**config.mk**
```make
export PLATFORM = sky130hd
export DESIGN_NAME = adc_serial_rx
export DESIGN_NICKNAME = d
export VERILOG_FILES = /design/src/rtl/adc_pkg.sv /design/src/rtl/adc_sclk_gen.sv /design/src/rtl/adc_serial_rx.sv
export SDC_FILE = /design/constraint.sdc
export NUM_CORES = 1
export LEC_CHECK = 0
export BUFFER_PORTS_ARGS = -buffer_cell sky130_fd_sc_hd__buf_2
export CORE_UTILIZATION = 50
export DETAILED_ROUTE_END_ITERATION = 8
export PLACE_DENSITY = 0.73
export SLEW_MARGIN = 20
export SYNTH_ARGS = -nofsm -noshare
export SYNTH_HDL_FRONTEND = slang
export SYNTH_HIERARCHICAL = 1
export SYNTH_SLANG_ARGS = --single-unit
```
**constraint.sdc**
```tcl
create_clock -name clk -period 1.7 [get_ports clk]
set_input_delay 0 -clock clk [delete_from_list [all_inputs] [get_ports clk]]
set_output_delay 0 -clock clk [all_outputs]
set_load 0.1 [all_outputs]
```
**src/rtl/adc_pkg.sv**
```systemverilog
// Shared types and helpers for the multi-channel serial ADC receiver.
package adc_pkg;

   typedef enum logic [1:0] {
      IDLE,
      SHIFT,
      QUIET
   } adc_state_t;

   localparam logic SCLK_IDLE = 1'b1;

   // Width of a counter that must hold the values 0 .. count-1.
   function automatic int cntWidth(input int count);
      return (count < 2) ? 1 : $clog2(count);
   endfunction

endpackage

```
**src/rtl/adc_sclk_gen.sv**
```systemverilog
// Serial clock divider: toggles sclk every CLK_DIV clk cycles and strobes the edge it is about to make.
module adc_sclk_gen
   import adc_pkg::*;
#(
   parameter int CLK_DIV = 4
) (
   input  logic clk,
   input  logic rst,
   input  logic clear_i,
   output logic sclk_o,
   output logic rise_o,
   output logic fall_o
);

   localparam int DIV_W = cntWidth(CLK_DIV);

   logic [DIV_W-1:0] div_q, div_d;
   logic             sclk_q, sclk_d;
   logic             wrap;

   assign wrap = (div_q == DIV_W'(CLK_DIV - 1));

   // Clear parks sclk at its idle level so a new frame always starts with a fall.
   always_comb begin
      div_d  = div_q;
      sclk_d = sclk_q;
      if (clear_i) begin
         div_d  = '0;
         sclk_d = SCLK_IDLE;
      end else if (wrap) begin
         div_d  = '0;
         sclk_d = ~sclk_q;
      end else begin
         div_d = div_q + DIV_W'(1);
      end
   end

   always_ff @(posedge clk or posedge rst) begin
      if (rst) begin
         div_q  <= '0;
         sclk_q <= SCLK_IDLE;
      end else begin
         div_q  <= div_d;
         sclk_q <= sclk_d;
      end
   end

   assign sclk_o = sclk_q;
   assign rise_o = ~clear_i & wrap & ~sclk_q;
   assign fall_o = ~clear_i & wrap & sclk_q;

endmodule

```
**src/rtl/adc_serial_rx.sv**
```systemverilog
// Multi-channel SPI-style ADC receiver: drives cs_n/sclk, shifts NUM_CH lines in parallel and
// presents each completed sample set on a valid/ready port with overrun flagging.
module adc_serial_rx
   import adc_pkg::*;
#(
   parameter int DATA_W    = 12,
   parameter int FRAME_LEN = 16,
   parameter int NUM_CH    = 2,
   parameter int CLK_DIV   = 4,
   parameter int QUIET_CYC = 4
) (
   input  logic                     clk,
   input  logic                     rst,
   input  logic                     en,
   input  logic [NUM_CH-1:0]        sdata,
   output logic                     cs_n,
   output logic                     sclk,
   output logic [NUM_CH*DATA_W-1:0] data_out,
   output logic                     valid,
   input  logic                     ready,
   output logic                     overrun
);

   localparam int BIT_W   = cntWidth(FRAME_LEN);
   localparam int QUIET_W = cntWidth(QUIET_CYC);

   adc_state_t                state_q, state_d;
   logic [BIT_W-1:0]          bitCnt_q, bitCnt_d;
   logic [QUIET_W-1:0]        quietCnt_q, quietCnt_d;
   logic                      csN_q;
   logic [NUM_CH*DATA_W-1:0]  dataOut_q, dataOut_d;
   logic [NUM_CH*DATA_W-1:0]  loadData;
   logic                      valid_q, valid_d;
   logic                      overrun_q, overrun_d;
   logic                      sclkRise;
   logic                      unusedSclkFall;
   logic                      lastBit;

   adc_sclk_gen #(
      .CLK_DIV(CLK_DIV)
   ) u_sclk_gen (
      .clk    (clk),
      .rst    (rst),
      .clear_i(state_q != SHIFT),
      .sclk_o (sclk),
      .rise_o (sclkRise),
      .fall_o (unusedSclkFall)
   );

   assign lastBit = sclkRise & (bitCnt_q == BIT_W'(FRAME_LEN - 1));

   // Only the newest DATA_W-1 bits are kept per line; the leading frame bits shift out unseen.
   for (genvar c = 0; c < NUM_CH; c++) begin : g_ch
      logic [DATA_W-2:0] hist_q;

      always_ff @(posedge clk or posedge rst) begin
         if (rst) begin
            hist_q <= '0;
         end else if (sclkRise) begin
            hist_q <= {hist_q[DATA_W-3:0], sdata[c]};
         end
      end

      assign loadData[c*DATA_W +: DATA_W] = {hist_q, sdata[c]};
   end

   // Frame sequencing: a started frame always runs to completion; en is only consulted at frame boundaries.
   always_comb begin
      state_d    = state_q;
      bitCnt_d   = bitCnt_q;
      quietCnt_d = quietCnt_q;
      unique case (state_q)
         IDLE: begin
            bitCnt_d   = '0;
            quietCnt_d = '0;
            if (en) state_d = SHIFT;
         end
         SHIFT: begin
            if (lastBit) begin
               state_d    = QUIET;
               bitCnt_d   = '0;
               quietCnt_d = '0;
            end else if (sclkRise) begin
               bitCnt_d = bitCnt_q + BIT_W'(1);
            end
         end
         QUIET: begin
            if (quietCnt_q == QUIET_W'(QUIET_CYC - 1)) begin
               quietCnt_d = '0;
               state_d    = en ? SHIFT : IDLE;
            end else begin
               quietCnt_d = quietCnt_q + QUIET_W'(1);
            end
         end
         default: state_d = IDLE;
      endcase
   end

   // A load always wins over a consume; overrun only when the old set was neither consumed nor kept.
   always_comb begin
      dataOut_d = dataOut_q;
      valid_d   = valid_q;
      overrun_d = 1'b0;
      if (lastBit) begin
         dataOut_d = loadData;
         valid_d   = 1'b1;
         overrun_d = valid_q & ~ready;
      end else if (valid_q && ready) begin
         valid_d = 1'b0;
      end
   end

   always_ff @(posedge clk or posedge rst) begin
      if (rst) begin
         state_q    <= IDLE;
         bitCnt_q   <= '0;
         quietCnt_q <= '0;
         csN_q      <= 1'b1;
         dataOut_q  <= '0;
         valid_q    <= 1'b0;
         overrun_q  <= 1'b0;
      end else begin
         state_q    <= state_d;
         bitCnt_q   <= bitCnt_d;
         quietCnt_q <= quietCnt_d;
         csN_q      <= (state_d != SHIFT);
         dataOut_q  <= dataOut_d;
         valid_q    <= valid_d;
         overrun_q  <= overrun_d;
      end
   end

   assign cs_n     = csN_q;
   assign data_out = dataOut_q;
   assign valid    = valid_q;
   assign overrun  = overrun_q;

endmodule

```
# == Yosys cells after proc, flatten, opt, wreduce, memory -nomap -nowiden ==
# Index checks and enable logic that the tools add are counted.
# classes
muxes,18
add_sub_neg,3
n_bitwise,7
n_reduce_logical,8
eq_ne,9
# ops
op,count
2-to-1 mux 2 bit,7
case mux 2 bit (3 select lines),2
2-to-1 mux 4 bit,2
case mux 4 bit (2 select lines),1
equality test 2 bit (second input constant),3
2-to-1 mux 1 bit,6
nonzero test 2 bit,3
adder 2 x 1 -> 2 bit (second input constant),2
adder 4 x 1 -> 4 bit (second input constant),1
bitwise AND 1 bit,4
equality test 4 bit (second input constant),1
!= test 2 x 1 -> 1 bit (second input constant),2
AND reduction 2 bit,2
!= test 3 bit (second input constant),1
NOT 1 bit,3
nonzero test 3 bit,1
equality test 2 x 1 -> 1 bit (second input constant),1
zero test 2 bit,1
!= test 2 bit (second input constant),1
logical AND 1 bit,1
# word_totals
reg_bits,60

# == Depth between registers and ports, before layout ==
# depth
depth_word,8
depth_mapped,8
depth_no_buf,5

# == Cells and area by module ==
# The synthesis kept the hierarchy.
# modules_own_cells
mod,n_inst,area_per_inst_um2,cells_per_inst
adc_serial_rx,1,2243.4,148
adc_sclk_gen,1,136.4,11

# == Least setup slack after synthesis ==
# OpenSTA, ideal clock, no wires.
# synth_timing
path_kind,register -> register
startpoint,"reg u_sclk_gen.sclk_q, in the netlist u_sclk_gen/sclk_o"
endpoint,"reg dataOut_q[0], in the netlist data_out[0]"
slack_ns,-0.227
synth_period_minus_slack_ns,1.927
arrival_ns,1.801
path_buffers,3
setup_ns,0.125
path_stages_with_launch,7
cell_sequence,dfstp_2 > nor3b_1 > buf_4 > nand4_2 > buf_6 > buf_6 > mux2_4
# synth_via
elab_chain_len,3
# synth_rtl
element,line_no,source
from (decl),adc_sclk_gen.sv:18,"logic sclk_q, sclk_d;"
from (signal assigned),adc_sclk_gen.sv:44,sclk_q <= sclk_d;
NOT 1 bit,adc_sclk_gen.sv:49,assign rise_o = ~clear_i & wrap & ~sclk_q;
bitwise AND 1 bit,adc_sclk_gen.sv:49,
named net sclkRise,adc_serial_rx.sv:35,logic sclkRise;
bitwise AND 1 bit,adc_serial_rx.sv:50,assign lastBit = sclkRise & (bitCnt_q == BIT_W'(FRAME_LEN - 1));
to (signal assigned),adc_serial_rx.sv:127,dataOut_q <= dataOut_d;
to (decl),adc_serial_rx.sv:31,"logic [NUM_CH*DATA_W-1:0] dataOut_q, dataOut_d;"
# The timed path passes the listed nets, and every way through them passes these cells.
# A chain may end at the register's enable or synchronous reset.

# == Worst setup path in the final report ==
# layout_timing
startpoint,reg u_sclk_gen.div_q[0]
endpoint,"reg dataOut_q[14], in the netlist data_out[14]"
# layout_via
elab_chain_len,4
# layout_rtl
element,line_no,source
from (decl),adc_sclk_gen.sv:17,"logic [DIV_W-1:0] div_q, div_d;"
from (signal assigned),adc_sclk_gen.sv:43,div_q <= div_d;
equality test 2 bit,adc_sclk_gen.sv:21,assign wrap = (div_q == DIV_W'(CLK_DIV - 1));
bitwise AND 1 bit (2 in a row),adc_sclk_gen.sv:49,
named net sclkRise,adc_serial_rx.sv:35,
bitwise AND 1 bit,adc_serial_rx.sv:50,
# The timed path passes the listed nets, and every way through them passes these cells.

==> reports/results.txt <==
Sequential share of power -> 53.7%
Post-Synthesis Net Count -> 167
Data arrival, critical path -> 1.84 ns
Worst Setup SP -> u_sclk_gen/div_q[0]
Share of cells above drive strength 1 -> 52.3%
Pwr dens -> 918 nW/um^2
Total gr overflow -> 0
CP Data Required Time -> 1.91 ns
Worst slew pin tran -> 0.493 ns
Max VDD drop -> 0.000635 V
WP depth -> 5
Hold Slack -> 0.0944 ns
CTS sink count -> 60
Final period util -> 96.1%
Clk_skew -> 0.00747 ns
Fmax achieved -> 0.612 GHz
Sw Share -> 22.1%
Avg Cell Area, Syn -> 15.0 um^2
Die W -> 70.8 um
Clock-pin transition on the worst setup and hold timing paths -> 0.07 ns
Drt wl/cell -> 15.7 um
Slew Limit Fails -> 0
Port bufs -> 33
Area of the die -> 5020 um^2
Worst Hold Class -> in2async
Synthesized cell area -> 2370 um^2
Crit-path cells -> ha_2 -> nor3b_4 -> nand4_4 -> buf_12 -> mux2_4
First-pass iteration count of the detailed router -> 4
Clock latency at the later pin of the worst-skew pair -> 0.33 ns
Final setup violation count -> 0
Slowest Stage Delay on Critical Path -> 0.37 ns
Final wirelength -> 4.19 mm
Int Power -> 2.12 mW
Worst path slowest cell -> dfrtp_1
Final core utilization -> 66.6%
Syn. warnings -> 6
Pre-CTS setup slack -> 0.0273 ns
Startpoint types -> flop
Die H -> 70.8 um
Hold Vio Cnt, Final -> 0
Initial core utilization -> 53.3%
Synth Instances -> 158
Reg2reg start -> u_sclk_gen/div_q[0]
Num CTS Buffers -> 9
Pin count of the biggest net entering global routing -> 39
Root buffer cell -> clkbuf_8
Crit path max-delay family -> simple AND/OR/NAND/NOR gates
Antenna cells -> 0
# DRC -> 0
Clock power frac -> 43.1%
Row count -> 24
Final ANT Viol Nets -> 0
Vias per cell -> 5.26
Max-cap violations -> 0
Pwr Total -> 2.72 mW
RD Place Congestion -> 0.707
Initial antenna violation count -> 0
PnR worst setup slack -> 0.0669 ns
Routed via count -> 1,398
CTS Buffer Depth -> 2
Status -> finished clean
Ports -> 34
WS Path Type -> reg2reg
Buf+Inv Stages, Crit Path -> 1
R2r setup slk -> 0.07 ns
Area grow syn2layout -> 24.8%
Worst reg-to-reg path cell count -> 5
Core area -> 4440 um^2
Nets -> 218
Pleak -> 1.54 nW
Crit path capture -> data_out[14]
Critical path peak fanout -> 16
RR Endpoint -> data_out[14]
H-tree lvl count -> 3
Vias in the first global route -> 1,553
GR Util All Layers -> 19.1%
First-pass GRT wire length -> 7.23 mm
Net Sw Power -> 599 uW
Tmin final -> 1.63 ns
Endpoint type of the worst setup path -> flop
CTS tree -> yes
Slew margin rel. -> 67.4%
Post-DP HPWL -> 2.76 mm
Initial DRC Count -> 80
Unrepaired setup endpoints after global routing -> yes
Combinational power share -> 3.2%
==> sequential cells by signal, indices dropped and copies added (netlist names) <==
signal	flops
cs_n	1
bitCnt_q	4
state_q	2
u_sclk_gen/sclk_o	1
quietCnt_q	2
u_sclk_gen/div_q	2
overrun	1
data_out	24
g_ch.hist_q	22
valid	1
==> worst min-delay path by stage <==
stage	slack, ns	to	startpoint	depth (start not counted)
3_3_place_gp	-0.12	u_sclk_gen/div_q[1]	rst	2
4_1_cts	0.09	u_sclk_gen/div_q[1]	rst	3
5_1_grt	0.11	u_sclk_gen/div_q[1]	rst	3
2_1_floorplan	-0.25	u_sclk_gen/div_q[0]	rst	1
3_5_place_dp	-0.11	u_sclk_gen/div_q[1]	rst	2
6_report	0.09	u_sclk_gen/div_q[1]	rst	3
==> area by class of cell <==
class	count	area, um^2
clock buffers	12	165
well taps	52	65.1
multi-input cells	88	862
flip-flops and latches	60	1510
clock inverters	4	22.5
fillers	317	1490
inverters	3	11.3
repair buffers	47	324
==> placed cells by master (no fill, tap or decap), types with 2 or more instances in the layout <==
| cell type | instances |
|---|---|
| a21o_1 | 3 |
| buf_12 | 3 |
| buf_2 | 33 |
| buf_4 | 5 |
| clkbuf_8 | 12 |
| clkinv_2 | 3 |
| dfrtp_1 | 58 |
| dlygate4sd3_1 | 5 |
| ha_1 | 2 |
| inv_1 | 2 |
| mux2_2 | 33 |
| mux2_4 | 13 |
| nand2_1 | 7 |
| nand2b_1 | 4 |
| nand3_1 | 2 |
| nor2_1 | 2 |
| nor2b_1 | 2 |
| nor3_1 | 2 |
| o21ai_0 | 4 |
==> power groups by stage <==
| stage | Clock, mW | Sequential, mW | Combinational (mW) |
|---|---|---|---|
| finish | 1.17 | 1.46 | 0.0863 |
| global route | 1.27 | 1.46 | 0.0978 |
| CTS | 1.18 | 1.46 | 0.0891 |
| detailed placement | 0 | 1.48 | 0.0801 |
| global placement | 0 | 1.48 | 0.0764 |
| floorplan | 0 | 1.50 | 0.0372 |
==> worst reg2reg max path, delay by kind of cell (launching register included) <==
family	cells	cell delay, ns
simple gates	2	0.46
buf+inv	1	0.20
flops	1	0.37
fa+ha+maj	1	0.19
mux	1	0.30
==> layer usage <==
| layer | global-route usage (%) | vias up | wire [um] |
|---|---|---|---|
| li1 | - | 653 | - |
| met1 | 22.7 | 716 | 1800 |
| met2 | 32.3 | 22 | 2190 |
| met3 | 4.84 | 7 | 120 |
| met4 | 9.78 | 0 | 76 |
| met5 | 0 | - | 0 |
==> stage by stage <==
| stage | cell area (um^2) | cells | setup TNS (ns) |
|---|---|---|---|
| 2_1_floorplan | 2400 | 158 | -1.15 |
| 3_3_place_gp | 2680 | 244 | 0 |
| 3_5_place_dp | 2680 | 244 | 0 |
| 4_1_cts | 2920 | 265 | 0 |
| 5_1_grt | 2960 | 266 | -0.200 |
| 6_report | 2960 | 266 | 0 |
==> what timing repair did <==
item | 4_1_cts | 5_1_grt
hold buffers | 5 | 0
endpoints found under the setup margin | 1 | 27
gates resized for setup | 1 | 8
setup buffers | 0 | 1
endpoints found under the hold margin | 30 | 0
Note: power is estimated with default switching activity, not from simulation.
